<file path="src/rtl/v_tile_writer_if.sv">
// v_tile_writer bus bundle: upstream valid/ready vector input plus the
// tile-side write port (write_en / write_rdy / w_data / write_ack).
// The "master" view belongs to the writer, which initiates tile writes.
interface v_tile_writer_if #(
    parameter int width      = 16,
    parameter int num_inputs = 4
);
    logic             in_valid;
    logic             in_ready;
    logic [width-1:0] in_data [num_inputs-1:0];
    logic             write_en;
    logic             write_rdy;
    logic             write_ack;
    logic [width-1:0] w_data_out [num_inputs-1:0];

    // Writer side: consumes upstream vectors and drives the tile port.
    modport master (
        input  in_valid, in_data, write_rdy, write_ack,
        output in_ready, write_en, w_data_out
    );

    // Environment side: upstream source plus tile.
    modport slave (
        output in_valid, in_data, write_rdy, write_ack,
        input  in_ready, write_en, w_data_out
    );
endinterface

</file>
<file path="src/rtl/v_tile_writer.sv">
// v_tile_writer: buffers upstream vectors in a small FIFO and writes each one
// into a v_tile input port using the ready/enable/ack handshake. Counts
// completed writes and raises a sticky error when a tile fails to ack in time.
module v_tile_writer #(
    parameter int width          = 16,
    parameter int num_inputs     = 4,
    parameter int depth          = 4,
    parameter int timeout_cycles = 64
) (
    input  logic                   clk,
    input  logic                   reset,
    v_tile_writer_if.master        bus,
    output logic                   busy,
    output logic [15:0]            done_count,
    output logic                   timeout_err
);
    localparam int aw = $clog2(depth);
    localparam int cw = (timeout_cycles > 1) ? $clog2(timeout_cycles) : 1;
    localparam int unsigned to_last_i = (timeout_cycles > 0) ? timeout_cycles - 1 : 0;

    typedef logic [aw:0]   ptr_t;
    typedef logic [cw-1:0] cnt_t;
    typedef enum logic { IDLE, DRIVE } state_t;

    localparam cnt_t to_last = cnt_t'(to_last_i);

    // FIFO storage and pointers (extra MSB distinguishes full from empty)
    logic [width-1:0] fifo_mem [depth-1:0][num_inputs-1:0];
    ptr_t wr_ptr_q, wr_ptr_d;
    ptr_t rd_ptr_q, rd_ptr_d;

    // Write-port state
    state_t           state_q, state_d;
    cnt_t             cnt_q, cnt_d;
    logic [width-1:0] w_data_q [num_inputs-1:0];
    logic [width-1:0] w_data_d [num_inputs-1:0];
    logic [15:0]      done_count_q, done_count_d;
    logic             timeout_err_q, timeout_err_d;

    logic full, empty, push, pop;

    // FIFO status and push decision
    always_comb begin
        empty = (wr_ptr_q == rd_ptr_q);
        full  = (wr_ptr_q[aw] != rd_ptr_q[aw]) &&
                (wr_ptr_q[aw-1:0] == rd_ptr_q[aw-1:0]);
        push  = bus.in_valid && !full;
    end

    // Next-state logic for the write FSM, counters and output data
    always_comb begin
        // NOTE: every signal gets a default before any branch, so no path can leave it unassigned and infer a latch.
        state_d       = state_q;
        cnt_d         = cnt_q;
        w_data_d      = w_data_q;
        done_count_d  = done_count_q;
        timeout_err_d = timeout_err_q;
        pop           = 1'b0;

        unique case (state_q)
            IDLE: begin
                if (!empty && bus.write_rdy) begin
                    state_d  = DRIVE;
                    w_data_d = fifo_mem[rd_ptr_q[aw-1:0]];
                    cnt_d    = '0;
                end
            end
            DRIVE: begin
                // write_rdy is deliberately ignored here: once started, a
                // write runs until ack or timeout.
                if (bus.write_ack) begin
                    pop          = 1'b1;
                    done_count_d = done_count_q + 16'd1;
                    state_d      = IDLE;
                end else if (timeout_cycles != 0 && cnt_q == to_last) begin
                    // Leave the entry at the head so it is retried.
                    timeout_err_d = 1'b1;
                    state_d       = IDLE;
                end else begin
                    cnt_d = cnt_q + cnt_t'(1);
                end
            end
            default: state_d = IDLE;
        endcase

        wr_ptr_d = wr_ptr_q + ptr_t'(push);
        rd_ptr_d = rd_ptr_q + ptr_t'(pop);
    end

    // Control registers with synchronous reset; reset aborts any write
    always_ff @(posedge clk) begin
        // NOTE: sequential state uses non-blocking assignments so every flop samples pre-edge values.
        if (reset) begin
            state_q       <= IDLE;
            cnt_q         <= '0;
            wr_ptr_q      <= '0;
            rd_ptr_q      <= '0;
            done_count_q  <= '0;
            timeout_err_q <= 1'b0;
            for (int i = 0; i < num_inputs; i++) w_data_q[i] <= '0;
        end else begin
            state_q       <= state_d;
            cnt_q         <= cnt_d;
            wr_ptr_q      <= wr_ptr_d;
            rd_ptr_q      <= rd_ptr_d;
            done_count_q  <= done_count_d;
            timeout_err_q <= timeout_err_d;
            w_data_q      <= w_data_d;
        end
    end

    // FIFO storage write port
    always_ff @(posedge clk) begin
        // NOTE: storage has no reset; pointer reset alone makes stale contents unreachable.
        if (push && !reset) fifo_mem[wr_ptr_q[aw-1:0]] <= bus.in_data;
    end

    assign bus.in_ready   = !full;
    assign bus.write_en   = (state_q == DRIVE);
    assign bus.w_data_out = w_data_q;
    assign busy           = !empty || (state_q != IDLE);
    assign done_count     = done_count_q;
    assign timeout_err    = timeout_err_q;
endmodule

</file>
<file path="src/flat_wrapper.sv">
// flat-port wrapper written by rule: the top's interface ports become plain ports
module v_tile_writer_flat 
#(
    parameter int width          = 16,
    parameter int num_inputs     = 4,
    parameter int depth          = 4,
    parameter int timeout_cycles = 64
)
  (clk, reset, busy, done_count, timeout_err, bus_in_valid, bus_in_data, bus_write_rdy, bus_write_ack, bus_in_ready, bus_write_en, bus_w_data_out);
  v_tile_writer_if #(.width(width), .num_inputs(num_inputs)) bus_i ();
  input  logic clk;
  input  logic reset;
  output logic busy;
  output logic [15:0] done_count;
  output logic timeout_err;
  input wire logic [$bits(bus_i.in_valid)-1:0] bus_in_valid;
  input wire logic [$bits(bus_i.in_data)-1:0] bus_in_data;
  input wire logic [$bits(bus_i.write_rdy)-1:0] bus_write_rdy;
  input wire logic [$bits(bus_i.write_ack)-1:0] bus_write_ack;
  output wire logic [$bits(bus_i.in_ready)-1:0] bus_in_ready;
  output wire logic [$bits(bus_i.write_en)-1:0] bus_write_en;
  output wire logic [$bits(bus_i.w_data_out)-1:0] bus_w_data_out;
  assign bus_i.in_valid = bus_in_valid;
  assign bus_i.in_data = {>>{bus_in_data}};
  assign bus_i.write_rdy = bus_write_rdy;
  assign bus_i.write_ack = bus_write_ack;
  assign bus_in_ready = bus_i.in_ready;
  assign bus_write_en = bus_i.write_en;
  assign bus_w_data_out = {>>{bus_i.w_data_out}};
  v_tile_writer #(.width(width), .num_inputs(num_inputs), .depth(depth), .timeout_cycles(timeout_cycles)) u_core (.clk(clk), .reset(reset), .bus(bus_i), .busy(busy), .done_count(done_count), .timeout_err(timeout_err));
endmodule
</file>
<file path="config.mk">
export PLATFORM = sky130hd
export DESIGN_NAME = v_tile_writer_flat
export DESIGN_NICKNAME = d
export VERILOG_FILES = /design/src/rtl/v_tile_writer_if.sv /design/src/rtl/v_tile_writer.sv /design/src/flat_wrapper.sv
export SDC_FILE = /design/constraint.sdc
export NUM_CORES = 1
export LEC_CHECK = 0
export BUFFER_PORTS_ARGS = -buffer_cell sky130_fd_sc_hd__buf_2
export CORE_ASPECT_RATIO = 1.1
export CORE_UTILIZATION = 45
export CTS_CLUSTER_DIAMETER = 30
export DETAILED_ROUTE_END_ITERATION = 16
export PLACE_DENSITY_LB_ADDON = 0.2
export SLEW_MARGIN = 20
export SYNTH_ARGS = -nofsm -noshare
export SYNTH_HDL_FRONTEND = slang
export SYNTH_SLANG_ARGS = --single-unit
</file>
<file path="constraint.sdc">
create_clock -name clk -period 7.23 [get_ports clk]
set_input_delay 0.3615 -clock clk [delete_from_list [all_inputs] [get_ports clk]]
set_output_delay 0.3615 -clock clk [all_outputs]
set_load 0.005 [all_outputs]
</file>
==> results.ini, run 1 <==
[timing]
slew_headroom_pct = 30.6
fin_ws_ns = 3.37
finalHoldViolCount = 0
period_minus_slack_ns = 3.86
setup_viol = 0
fmax_mhz = 259
slew_violations = 0
fin_crit_sh_pct = 53.4
tns_ns = 0
rsz0062_at_grt = false
max_slew.worst_pin.slew_ns = 1.04
finClkSkew_ns = 0.0191

[setup_path]
worst_path_largest_cell_delay_ns = 1.01
critPathArrivalTime_ns = 4.04
critPathSlowestCell = dfxtp_4
reg2reg_from = u_core.rd_ptr_q[1]
worst_ep_required_time_ns = 7.41
worstPathMaxFanout = 66
r2r_end = u_core.fifo_mem[2][15]
reg2reg_setup_slack_ns = 3.37
worstPathCellList = xnor2_2 -> a311oi_1 -> nand2_1 -> nor2_4 -> buf_4
critPathKind = reg -> reg
crit_path_end_kind = flip-flop
rr_worst_depth = 5
start_kind = flip-flop

[floorplanning]
die_h_um = 181
io_pins = 153
coreArea_sq_um = 28600
die_w_um = 165
rows = 65
start_util_pct = 45.8
die_area_sq_um = 29800

[clock_network]
ctsHtreeMaxLevel = 3
cts_root_buf = clkbuf_16
postCtsSetupBuffers = 0
clockBufferDepth = 3
cts_tree = yes
clk_latency_ns = 0.56
clock-sinks = 350
path_clk_slew_ns = 0.05
cts_buffers = 72

[layout]
stdcell_count = 1404
final_core_util_pct = 58.5
area_growth_pct = 27.9
drive_gt1_share_pct = 41.1
nets = 1052

[min_path]
hold_end = u_core.fifo_mem[2][51]
min_path_cells = 1
hold_class = in -> reg
hp-start = bus_in_data[51]

[placement]
dp_slack_ns = 3.32
place_congestion = 0.784
place_hpwl_mm = 14.7
port_buffers = 152
dpl.cell_count = 1263

[yosys]
syn_nets = 850
ys_seq_area_share_pct = 73.0
ys_top_cells_by_count = edfxtp_1, dfxtp_1, nand2_1
ys_ff_latch = 350
postSynthCellCount = 775
synth_area_sq_um = 13100
yosys_warnings = 0
synth.avg_cell_area_sq_um = 16.9
synthArstFlopShare_pct = 0
synth.distinct_cells = 40
yosys.area.top_type = edfxtp_1
yosysMostFrequentCell = edfxtp_1
synth_edf_count = 256
synthFlopType = edfxtp_1
synth_top_area_share_pct = 58.7
synth_area_leaders = edfxtp_1, dfxtp_1, mux4_2, nand2_1, a21oi_2

[global_route]
grt_overflow = 0
grt_pass1_wl_mm = 40.8
antenna_found_initial = 4
grt_max_degree = 72
grt_usage_pct = 18.1
first_global_vias = 7425

[detailed_routing]
vias = 7234
wl_mm = 26.1
post_drt_wl_per_cell_um = 18.6
drt_iter0_markers = 390
firstDrtPassIters = 4
ant_nets = 0
via_per_inst = 5.15
drc = 0

[pwr]
ir_worst_vdd_v = 0.000206
leakagePower_nw = 5.87
p_per_area_nw_per_um2 = 348

[run]
cap_viol_max_count = 0

[run_status]
status = finished, final reports clean

## stage by stage
stage / cell area, sq um / hold WS [ns] / total power [mW]
floorplan: 13100 / 0.453 / 2.49
global placement: 14200 / 0.441 / 2.59
detailed placement: 14200 / 0.447 / 2.60
CTS: 16700 / 0.000263 / 5.90
global route: 16700 / 0.00589 / 6.02
finish: 16800 / 0.0216 / 5.83
## area by class of cell
cell class	instances	area, sq um
fillers	2221	11900
well taps	368	460
multi-input cells	378	3320
inverters	6	22.5
clock buffers	89	1920
clock inverters	43	536
flip-flops and latches	350	9580
diodes	1	2.50
repair buffers	169	911
## layer usage
layer	vias up	GRT usage (%)	wire length [um]
met4	6	6.31	478
li1	3378	-	-
met1	3605	23.7	11200
met2	198	28.9	12700
met3	47	5.21	1610
met5	-	0	30
## power breakdown
group          internal (mW)  switching [mW]  total (mW)
registers               2.24          0.0331        2.27
logic                  0.118           0.173       0.291
clock network           2.24            1.03        3.27
## what timing repair did
item                                    4_1_cts  5_1_grt
endpoints found under the hold margin        22        1
hold buffers                                  7        1
endpoints found under the setup margin        0        0
gates resized for setup                       0        0
## worst max-delay path, delay by kind of cell, from the launching register on
family          cells  cell delay (ns)
flops               1             1.01
simple gates        2             0.97
buf+inv             1             0.57
compound gates      1             0.54
xor+xnor            1             0.28
## sequential cells by signal (all words and copies together), names as in the netlist
name	cells
u_core.bus.w_data_out	64
u_core.bus.write_en	1
u_core.cnt_q	6
u_core.done_count	16
u_core.fifo_mem	256
u_core.rd_ptr_q	3
u_core.timeout_err	1
u_core.wr_ptr_q	3
## worst max-delay path by stage
stage / startpoint / end / slack [ns]
after floorplan: u_core.wr_ptr_q[1] / u_core.fifo_mem[0][0] / 0.95
after global routing: u_core.rd_ptr_q[1] / u_core.fifo_mem[2][15] / 3.13
after CTS: u_core.rd_ptr_q[1] / u_core.fifo_mem[2][15] / 3.31
after detailed placement: u_core.rd_ptr_q[1] / u_core.fifo_mem[2][16] / 3.32
after global placement: u_core.rd_ptr_q[1] / u_core.fifo_mem[2][14] / 3.35
final: u_core.rd_ptr_q[1] / u_core.fifo_mem[2][15] / 3.37
## cell families (layout without fill, tap and decap cells)
logic type / after synthesis / count (layout) / share of synthesized area, %
muxes: 65 / 65 / 11.1
xor gates and xnor gates: 17 / 17 / 1.25
other: 0 / 1 / 0
and+or+nand+nor: 202 / 202 / 7.40
DFF: 350 / 350 / 73.0
AOI/OAI and AO/OA: 88 / 88 / 4.86
buffers and inverters: 47 / 307 / 1.78
adders and majority gates: 6 / 6 / 0.573
## layout by cell type, fill, tap and decap left out, drive strengths merged, types with 3 or more instances in the layout
cell / count
mux4: 64
nor2b: 6
nand2: 134
clkbuf: 89
inv: 10
edfxtp: 256
nand4: 3
nor3: 7
clkinv: 26
and3: 4
nand3: 15
ha: 6
a21oi: 73
nor2: 19
a31oi: 5
bufinv: 10
o21ai: 3
dlygate4sd3: 8
dfxtp: 94
xor2: 6
buf: 161
xnor2: 11
clkinvlp: 3
Power figures use the tool's default switching activity.
==> run 2: changes to the inputs <==
- clock period: 7.23 -> 3.3 ns (I/O delays scaled with it)
==> results.ini, run 2 (synthesis results as in run 1) <==
[global_route]
grt_usage_pct = 18.6
first_global_vias = 7838
grt_overflow = 0
grt_max_degree = 66
grt_pass1_wl_mm = 42.0
antenna_found_initial = 0

[detailed_routing]
wl_mm = 26.7
post_drt_wl_per_cell_um = 18.3
drt_iter0_markers = 377
drc = 0
ant_nets = 0
vias = 7473
via_per_inst = 5.12
firstDrtPassIters = 5

[placement]
place_congestion = 0.786
place_area_sq_um = 14300
port_buffers = 152
dpl.cell_count = 1268
place_hpwl_mm = 15.0

[layout]
fin_area_sq_um = 17300
largest_register_ffs = 256
stdcell_count = 1459
area_growth_pct = 32.2
layout_common_cells = edfxtp_1, buf_2, nand2_1, dfxtp_1, clkbuf_16
drive_gt1_share_pct = 39.4
nets = 1111
final_core_util_pct = 60.5
final_common_cell = edfxtp_1
fillers = 2201
antenna_cells = 0

[setup_path]
critPathKind = reg -> reg
reg2reg_from = u_core.rd_ptr_q[0]
rr_worst_depth = 4
startpoint = u_core.rd_ptr_q[0]
r2r_end = u_core.fifo_mem[3][34]
critPathSlowestCell = dfxtp_4
worst_path_largest_cell_delay_ns = 0.56
worstPathMaxFanout = 42
start_kind = flip-flop
worstPathCellList = xnor2_2 -> a311oi_1 -> and3_4 -> buf_12
reg2reg_setup_slack_ns = 0.81
crit_end = u_core.fifo_mem[3][34]
crit_path_end_kind = flip-flop
critPathArrivalTime_ns = 2.70
worst_ep_required_time_ns = 3.51

[run]
cap_viol_max_count = 0

[clock_network]
cts_buffers = 70
ctsHtreeMaxLevel = 3
clockBufferDepth = 3
clock-sinks = 350
cts_tree = yes
clk_latency_ns = 0.55
path_clk_slew_ns = 0.04
postCtsSetupBuffers = 0
cts_root_buf = clkbuf_16
cts_resized = 0

[floorplanning]
start_util_pct = 45.8
die_w_um = 165
io_pins = 153
rows = 65
die_area_sq_um = 29800
coreArea_sq_um = 28600
die_h_um = 181

[pwr]
seq_power_share_pct = 39.3
ir_worst_vdd_v = 0.000563
sw_frac_of_total_pct = 21.2
clkPwrFrac_pct = 55.0
power.total_mw = 12.6
internal_power_mw = 9.94
leakagePower_nw = 6.09
comb_power_share_pct = 5.6
switchingPower_mw = 2.67
p_per_area_nw_per_um2 = 729

[min_path]
hold_class = in -> reg

[timing]
fmax_mhz = 401
fin_crit_sh_pct = 75.5
slew_headroom_pct = 35.0
finalHoldViolCount = 0
period_minus_slack_ns = 2.49
rsz0062_at_grt = false
slew_violations = 0
setup_viol = 0
finClkSkew_ns = 0.0175
max_slew.worst_pin.slew_ns = 0.975
tns_ns = 0

[run_status]
status = finished, final reports clean

[run 2: layout make-up]
type                       instances  area, sq um  area share (%)
clock buffer                      84         1830            10.5
clock inverter                    43          526            3.04
inverter                           6         22.5           0.130
multi-input combinational        378         3330            19.2
sequential                       350         9580            55.3
tap                              368          460            2.66
timing repair buffer             230         1570            9.08
[run 2: power by group through the flow]
stage               Combinational [mW]  Sequential [mW]  Clock (mW)
finish                           0.713             4.96        6.94
global route                     0.783             4.98        7.28
CTS                              0.730             4.96        7.06
detailed placement               0.665             5.04           0
global placement                 0.657             5.04           0
floorplan                        0.409             5.04           0
[run 2: metal layers]
metal | up-vias | track usage [%] | wire length [um]
met4 | 0 | 6.94 | 447
met5 | - | 0 | 0
li1 | 3486 | - | -
met3 | 46 | 4.20 | 1530
met2 | 213 | 30.8 | 13200
met1 | 3728 | 23.7 | 11500
[run 2: repair_timing]
item | in CTS | in global routing
hold buffers | 64 | 0
hold endpoints to repair | 256 | 0
setup endpoints to repair | 0 | 0
[run 2: per-stage QoR]
stage / hold slack, ns / setup WS, ns
detailed placement: 0.386 / 0.755
global route: 0.0755 / 0.618
finish: 0.0402 / 0.808
floorplan: 0.264 / -0.922
global placement: 0.380 / 0.794
CTS: 0.0159 / 0.746
[run 2: how the worst min path moves through the flow]
stage	start	to	slack, ns	cells after the start
global route	bus_write_ack	u_core.cnt_q[1]	0.08	4
global placement	bus_in_data[58]	u_core.fifo_mem[3][58]	0.38	1
CTS	bus_write_ack	u_core.cnt_q[1]	0.02	4
detailed placement	bus_in_data[53]	u_core.fifo_mem[0][53]	0.39	1
finish	bus_write_ack	u_core.cnt_q[1]	0.04	4
floorplan	bus_in_data[0]	u_core.fifo_mem[0][0]	0.26	0
[run 2: critical path, delay by kind of cell, from the launching register on]
family | cells | cell delay (ns)
DFF | 1 | 0.56
and+or+nand+nor | 1 | 0.54
AOI/OAI and AO/OA | 1 | 0.52
buffers and inverters | 1 | 0.32
xor gates and xnor gates | 1 | 0.20
